--- src/rtl/filtro_pkg.sv ---
// Shared widths, saturation limits and sequencer states for the fixed-point IIR filter.
package filtro_pkg;

    localparam int W    = 22;
    localparam int FRAC = 12;
    localparam int PROD = 44;
    localparam int ACC  = 47;
    localparam int DAC  = 14;

    localparam logic signed [ACC-1:0] SAT_HI = 47'sd2097151;
    localparam logic signed [ACC-1:0] SAT_LO = -47'sd2097152;
    localparam logic signed [W-1:0]   Y_MAX  = {1'b0, {(W-1){1'b1}}};
    localparam logic signed [W-1:0]   Y_MIN  = {1'b1, {(W-1){1'b0}}};

    typedef enum logic [1:0] {
        IDLE,
        MAC,
        UPD,
        DONE
    } state_t;

endpackage

--- src/rtl/filtro_mac.sv ---
// Shared signed 22x22 multiplier with 47-bit accumulator, plus the Q10.12 shift/saturate stage.
// Result and clamp flag are combinational from the accumulator register.
module filtro_mac
    import filtro_pkg::*;
(
    input  logic                clk,
    input  logic                rst,
    input  logic                clr_i,
    input  logic                en_i,
    input  logic signed [W-1:0] coef_i,
    input  logic signed [W-1:0] opnd_i,
    output logic signed [W-1:0] res_o,
    output logic                sat_o
);

    logic signed [PROD-1:0] prod;
    logic signed [ACC-1:0]  acc_q;
    logic signed [ACC-1:0]  acc_d;
    logic signed [ACC-1:0]  shifted;

    always_comb begin
        prod = coef_i * opnd_i;
    end

    always_comb begin
        acc_d = acc_q;
        if (clr_i) begin
            acc_d = '0;
        end else if (en_i) begin
            acc_d = acc_q + {{(ACC-PROD){prod[PROD-1]}}, prod};
        end
    end

    always_ff @(posedge clk or posedge rst) begin
        if (rst) begin
            acc_q <= '0;
        end else begin
            acc_q <= acc_d;
        end
    end

    // Arithmetic shift truncates toward minus infinity before clamping.
    always_comb begin
        shifted = acc_q >>> FRAC;
        res_o   = shifted[W-1:0];
        sat_o   = 1'b0;
        if (shifted > SAT_HI) begin
            res_o = Y_MAX;
            sat_o = 1'b1;
        end else if (shifted < SAT_LO) begin
            res_o = Y_MIN;
            sat_o = 1'b1;
        end
    end

endmodule

--- src/rtl/filtro_con_fsm.sv ---
// Second-order IIR filter: FSM sequences five MACs per sample through one shared multiplier.
// 8 cycles per sample; strobes arriving while busy are dropped.
module filtro_con_fsm #(
    parameter int                W  = 22,
    parameter logic signed [W-1:0] B0 = 22'sd2048,
    parameter logic signed [W-1:0] B1 = 22'sd1024,
    parameter logic signed [W-1:0] B2 = 22'sd0,
    parameter logic signed [W-1:0] A1 = 22'sd1024,
    parameter logic signed [W-1:0] A2 = 22'sd0
) (
    input  logic                clk,
    input  logic                reset,
    input  logic                rx_done_tick,
    input  logic signed [W-1:0] Uk,
    output logic                listo,
    output logic signed [W-1:0] yk,
    output logic                salidawar1,
    output logic [13:0]         salidawar2
);

    import filtro_pkg::state_t;
    import filtro_pkg::IDLE;
    import filtro_pkg::MAC;
    import filtro_pkg::UPD;
    import filtro_pkg::DONE;

    state_t state_q, state_d;
    logic [2:0] idx_q, idx_d;

    logic signed [W-1:0] u0_q, u1_q, u2_q, y1_q, y2_q;
    logic signed [W-1:0] yk_q;
    logic                war1_q;
    logic [13:0]         war2_q;
    logic                listo_q;

    logic                capture;
    logic                mac_clr;
    logic                mac_en;
    logic                upd;
    logic signed [W-1:0] coef;
    logic signed [W-1:0] opnd;
    logic signed [W-1:0] res;
    logic                sat;

    always_comb begin
        state_d = state_q;
        idx_d   = idx_q;
        capture = 1'b0;
        mac_clr = 1'b0;
        mac_en  = 1'b0;
        upd     = 1'b0;
        case (state_q)
            IDLE: begin
                if (rx_done_tick) begin
                    capture = 1'b1;
                    mac_clr = 1'b1;
                    idx_d   = 3'd0;
                    state_d = MAC;
                end
            end
            MAC: begin
                mac_en = 1'b1;
                if (idx_q == 3'd4) begin
                    state_d = UPD;
                end else begin
                    idx_d = idx_q + 3'd1;
                end
            end
            UPD: begin
                upd     = 1'b1;
                state_d = DONE;
            end
            default: begin
                state_d = IDLE;
            end
        endcase
    end

    // Term order: feed-forward taps first, then feedback taps.
    always_comb begin
        coef = A2;
        opnd = y2_q;
        case (idx_q)
            3'd0: begin coef = B0; opnd = u0_q; end
            3'd1: begin coef = B1; opnd = u1_q; end
            3'd2: begin coef = B2; opnd = u2_q; end
            3'd3: begin coef = A1; opnd = y1_q; end
            default: begin coef = A2; opnd = y2_q; end
        endcase
    end

    filtro_mac u_mac (
        .clk    (clk),
        .rst    (reset),
        .clr_i  (mac_clr),
        .en_i   (mac_en),
        .coef_i (coef),
        .opnd_i (opnd),
        .res_o  (res),
        .sat_o  (sat)
    );

    always_ff @(posedge clk or posedge reset) begin
        if (reset) begin
            state_q <= IDLE;
            idx_q   <= '0;
            u0_q    <= '0;
            u1_q    <= '0;
            u2_q    <= '0;
            y1_q    <= '0;
            y2_q    <= '0;
            yk_q    <= '0;
            war1_q  <= 1'b0;
            war2_q  <= '0;
            listo_q <= 1'b0;
        end else begin
            state_q <= state_d;
            idx_q   <= idx_d;
            listo_q <= (state_d == DONE);
            if (capture) begin
                u0_q <= Uk;
            end
            if (upd) begin
                yk_q   <= res;
                war1_q <= sat;
                war2_q <= res[W-1 -: 14];
                u1_q   <= u0_q;
                u2_q   <= u1_q;
                y1_q   <= res;
                y2_q   <= y1_q;
            end
        end
    end

    assign listo      = listo_q;
    assign yk         = yk_q;
    assign salidawar1 = war1_q;
    assign salidawar2 = war2_q;

endmodule

--- config.mk ---
export PLATFORM = sky130hd
export DESIGN_NAME = filtro_con_fsm
export DESIGN_NICKNAME = d
export VERILOG_FILES = /design/src/rtl/filtro_pkg.sv /design/src/rtl/filtro_mac.sv /design/src/rtl/filtro_con_fsm.sv
export SDC_FILE = /design/constraint.sdc
export NUM_CORES = 1
export LEC_CHECK = 0
export CAP_MARGIN = 40
export CORE_UTILIZATION = 40
export CTS_CLUSTER_DIAMETER = 40
export DETAILED_ROUTE_END_ITERATION = 8
export GPL_TIMING_DRIVEN = 0
export SETUP_SLACK_MARGIN = 0.02
export SLEW_MARGIN = 20
export SYNTH_ARGS = -nofsm -noshare
export SYNTH_HDL_FRONTEND = slang
export SYNTH_SLANG_ARGS = --single-unit
--- constraint.sdc ---
create_clock -name clk -period 14.2 [get_ports clk]
set_clock_uncertainty 0.15 [all_clocks]
set_input_delay 2.84 -clock clk [delete_from_list [all_inputs] [get_ports clk]]
set_output_delay 2.84 -clock clk [all_outputs]
set_load 0.02 [all_outputs]
# Yosys cells after proc, flatten, opt, wreduce, memory -nomap -nowiden
# Cells that the tools add are included.
[totals] register_bits=178 output_inout_bits=38 in_bits=25 word_cells=49
[op_classes] mul=1 n_eq_ne=9 muxes=18 reduce_logical=6 magnitude_cmp=2 add_sub_neg=2
[op_table] operator="$mux 47" count=2
[op_table] operator="$pmux 22 s4" count=1
[op_table] operator="$add 47x47->47" count=1
[op_table] operator="$mux 22" count=2
[op_table] operator="$gt 35x22->1 const B" count=1
[op_table] operator="$lt 35x22->1 const B" count=1
[op_table] operator="$mul 13x22->35" count=1
[op_table] operator="$pmux 12 s2" count=1
[op_table] operator="$eq 3x2->1 const B" count=2
[op_table] operator="$mux 1" count=6
[op_table] operator="$mux 3" count=2
[op_table] operator="$pmux 2 s3" count=1
[op_table] operator="$pmux 3 s2" count=1
[op_table] operator="$eq 2x2->1 const B" count=2
[op_table] operator="$mux 2" count=2
[op_table] operator="$ne 2x2->1 const B" count=2
[op_table] operator="$reduce_bool 2->1" count=2
[op_table] operator="$add 3x1->3 const B" count=1
[op_table] operator="$eq 3x1->1 const B" count=1
[op_table] operator="$eq 3x3->1 const B" count=1
[op_table] operator="$logic_not 3->1" count=1
[op_table] operator="$reduce_and 3->1" count=1
[op_table] operator="$eq 2x1->1 const B" count=1
[op_table] operator="$logic_not 2->1" count=1
[op_table] operator="$reduce_or 2->1" count=1

# Logic depth before layout (Yosys ltp)
[logic_depth] word_depth=7 mapped_depth=37 mapped_depth_nobuf=34

# Modules after synthesis
# From an unflattened synthesis, not the netlist that was laid out.
[unflattened] hier_cells=3052 hier_area_um2=27702.8
[modules_own_cells] module="filtro_mac" cells_per_inst=2478 instances=1 area_per_inst_um2=22208.8
[modules_own_cells] module="filtro_con_fsm" cells_per_inst=574 instances=1 area_per_inst_um2=5494.0

# Worst setup path after synthesis
# OpenSTA, ideal clock, no wires.
[synth_timing] kind="register to register" startpoint="reg idx_q[0]" endpoint="reg u_mac.acc_q[45]" setup_slack_ns=6.631 path_buffers=4 path_stages_with_launch=31 setup_ns=0.130 arrival_ns=7.288 required_ns=13.920 path_cell_list="dfrtp_1 inv_1 ha_1 and2b_1 clkbuf_1 clkbuf_1 clkbuf_1 buf_1 nand2_1 a21oi_1 ha_1 ha_1 ha_1 ha_1 ha_1 ha_1 fa_1 a211oi_1 o21ai_0 a41oi_1 nor2_1 o211ai_1 ha_1 and2_1 a21boi_0 o21ai_0 a21o_1 a21o_1 a221oi_1 nor4b_1 nand3b_1"
[synth_between] elab_chain_cells=7
[synth_lines] item="start, declared" line_no="filtro_con_fsm.sv:28" source="logic [2:0] idx_q, idx_d;"
[synth_lines] item="start signal, assigned" line_no="filtro_con_fsm.sv:118" source="idx_q <= idx_d;"
[synth_lines] item="$eq 3x2->1 / $eq 3x1->1 (equally long branches)" line_no="filtro_con_fsm.sv:83" source="case (idx_q)"
[synth_lines] item="$reduce_or 2->1 (no line)"
[synth_lines] item="$pmux 12 s2" line_no="filtro_con_fsm.sv:83"
[synth_lines] item="$mul 13x22->35 *" line_no="filtro_mac.sv:22" source="prod = coef_i * opnd_i;"
[synth_lines] item="$add 47x47->47 *" line_no="filtro_mac.sv:30" source="acc_d = acc_q + {{(ACC-PROD){prod[PROD-1]}}, prod};"
[synth_lines] item="$mux 47 *" line_no="filtro_mac.sv:29" source="end else if (en_i) begin"
[synth_lines] item="$mux 47 *" line_no="filtro_mac.sv:27" source="if (clr_i) begin"
[synth_lines] item="end signal, assigned" line_no="filtro_mac.sv:36" source="acc_q <= '0;"
[synth_lines] item="end signal, assigned" line_no="filtro_mac.sv:38" source="acc_q <= acc_d;"
[synth_lines] item="end, declared" line_no="filtro_mac.sv:17" source="logic signed [ACC-1:0] acc_q;"
# Mark *: on every way between the ends. The rest lies on a longest branch, timed or not. The select of a mux whose other input is x is not followed.
# A chain may end at the register's enable or synchronous reset.

# Final worst setup path
[layout_timing] startpoint="reg idx_q[0]" endpoint="reg u_mac.acc_q[46]"
# Same word-level chain as after synthesis.

==> flow_summary.json <==
{
  "status": "completed",
  "worstMarginPinSlew_ns": 0.861,
  "finalHoldViolCount": 0,
  "num_vias": 9261,
  "grt_pass1_wl_mm": 48.6,
  "ff2ff_setup_slack_ns": 5.08,
  "nFillCells": 2440,
  "post_cts_resized": 0,
  "cts_made_buffers": 17,
  "fp.dieH_um": 164,
  "synth_edf_count": 0,
  "regArea_um2": 3600,
  "port_buffers": 62,
  "clock_sinks": 144,
  "syn_nets": 1388,
  "path_common_cell": "ha_1",
  "ctsRootBufferMaster": "clkbuf_16",
  "worst_setup_path_end_kind": "flop",
  "yosys_warnings": 0,
  "clk_pin_slew_ns": 0.07,
  "r2r_start": "idx_q[0]",
  "htree_levels": 4,
  "critPathMaxStageDelay_ns": 0.53,
  "initial_core_util_pct": 41.3,
  "synth_top_area_cell": "dfrtp_1",
  "fin_tns_setup_ns": 0,
  "boundaryPins": 63,
  "grt_pass1_vias": 8834,
  "grt_max_degree": 82,
  "diodes": 0,
  "crit_required_ns": 14.42,
  "fp-row-count": 58,
  "startpoint": "idx_q[0]",
  "timing.slew.headroom_pct": 42.6,
  "core_area_um2": 25500,
  "gp_congestion": 0.903,
  "syn_inst": 1230,
  "insertion_delay_ns": 0.44,
  "firstDrtPassIters": 6,
  "netlist_top_cells_count": "277 x nand2_1, 144 x dfrtp_1, 130 x ha_1",
  "max_freq_ghz": 0.110,
  "cts_hold_buf": 0,
  "syn_area_per_cell_um2": 8.55,
  "timing.final.max_slew_violations": 0,
  "crit_slowest_cell": "a41oi_1",
  "crit_fanout": 10,
  "multi_input_area_um2": 6440,
  "wire_per_inst_um": 18.3,
  "synth_ff_type": "dfrtp_1",
  "finalSetupViolCount": 0,
  "drive_gt1_share_pct": 7.67,
  "fp.dieW_um": 164,
  "ys_types": 69,
  "synth_seq_cells": 144,
  "post_cts.repair.setup_buffers": 0,
  "via_per_inst": 5.58,
  "yosysSeqAreaShare_pct": 34.3,
  "yosys-top-cells-area": "dfrtp_1 34%, ha_1 15%, nand2_1 9.9%",
  "cts_tree": "yes",
  "post-route-min-period_ns": 9.12,
  "hold_path.class": "flop to flop",
  "syn_area_um2": 10500,
  "synth.most_common_cell": "nand2_1",
  "drc": 0,
  "final_nets": 1475,
  "fin_crit_sh_pct": 64.2,
  "cts_buffer_depth": 2,
  "die_area_um2": 27000,
  "overflow": 0,
  "crit_buf_inv": 5,
  "postRouteAntennaNets": 0,
  "global_route.usage.total_pct": 23.6,
  "synth_top_area_share_pct": 34.3,
  "cp.arrival_ns": 9.35,
  "critPathLaunchType": "flop",
  "async_reset_ff_share_pct": 100,
  "drtIter0Drc": 715,
  "antenna_found_initial": 0,
  "critPathTopFamily": "compound AO/OA/AOI/OAI gates",
  "min-delay-start": "u2_q[12]",
  "worst-setup-path-type": "flop to flop",
  "syn2layout_area_growth_pct": 15.9,
  "wirelength_mm": 30.4,
  "rsz0062_at_grt": "no",
  "drv_cap": 0,
  "dpl.hpwl_mm": 23.0
}
[cell usage in the layout (no fill, tap or decap), types with 5 or more instances in the layout]
cell             instances
o21bai_1                 9
nand2b_1                11
ha_1                   130
nor2b_1                  9
nand4_1                  7
o21ai_0                 81
or2_2                    5
a222oi_1                 7
nor4_1                  10
nand2_1                277
a41oi_1                  7
nor3_1                  11
o211ai_1                 6
o31ai_1                  6
and3_1                  10
a211oi_1                 9
xor2_1                  23
o32ai_1                  8
clkinvlp_4               7
dfrtp_1                144
a22oi_1                 30
clkbuf_1                47
clkbuf_16               17
xnor2_1                 28
buf_4                   17
mux2_2                  19
inv_1                   30
nand3_1                 15
clkdlybuf4s50_1         62
a21o_1                  25
a221oi_1                 5
buf_1                    8
o22ai_1                 25
a31oi_1                  8
nor2_1                  71
a21oi_1                 67
[layer usage]
layer	wire length, um	global-route usage [%]
met5	0	0
met4	732	7.62
met3	1430	3.48
met1	14300	32.8
met2	14000	37.4
[state kept, by name (all words and copies together), names as in the netlist]
signal,flops
u_mac.acc_q,37
salidawar1,1
u0_q,22
u1_q,22
u2_q,22
state_q,2
idx_q,3
y2_q,12
yk,22
listo,1
[worst paths after layout]
check                                   to  cells past startpoint
max                        u_mac.acc_q[46]                     33
min                               u2_q[12]                      2
max reg2reg                u_mac.acc_q[46]                     33
min reg2reg                       u2_q[12]                      2
max in group asynchronous          u0_q[8]                      3
min in group asynchronous         u0_q[21]                      2
[stage by stage]
stage / setup WS (ns) / std cells / hold WS (ns) / instance area, um2 / utilization (%)
after floorplan: 6.63 / 1230 / 0.296 / 10500 / -
after global placement: 4.37 / 1622 / 0.308 / 11600 / 45.4
after detailed placement: 5.16 / 1627 / 0.313 / 11600 / 45.6
after CTS: 5.12 / 1659 / 0.328 / 12200 / 47.8
after global routing: 4.47 / 1660 / 0.346 / 12200 / 47.9
final: 5.08 / 1660 / 0.330 / 12200 / 47.9
[cells by family (layout without fill, tap and decap cells)]
group                    after synthesis  in the layout  synth area share (%)
XOR/XNOR                              51             51                  4.25
buffers and inverters                108            208                  4.56
AO/OA/AOI/OAI                        322            322                  19.8
multiplexers                          26             26                  2.84
adder cells (fa/ha/maj)              133            133                  16.0
flip-flops                           144            144                  34.3
AND/OR/NAND/NOR                      446            446                  18.3
[worst reg2reg max path, delay by kind of cell (launching register included)]
family          cells  cell delay [ns]
simple gates        7             0.78
fa+ha+maj           9             2.26
flops               1             0.42
compound gates     11             3.33
xor+xnor            1             0.18
buf+inv             5             1.95
[area by class of cell]
class	instances	area share [%]
timing repair buffer	68	5.65
sequential	144	29.5
inverter	33	1.08
buffer	75	2.91
tap	330	3.39
multi-input combinational	978	52.8
clock buffer	18	3.52
clock inverter	14	1.08
Power is not shown: default switching activity piles up to over one toggle a cycle in this logic, so the estimate is an artifact.
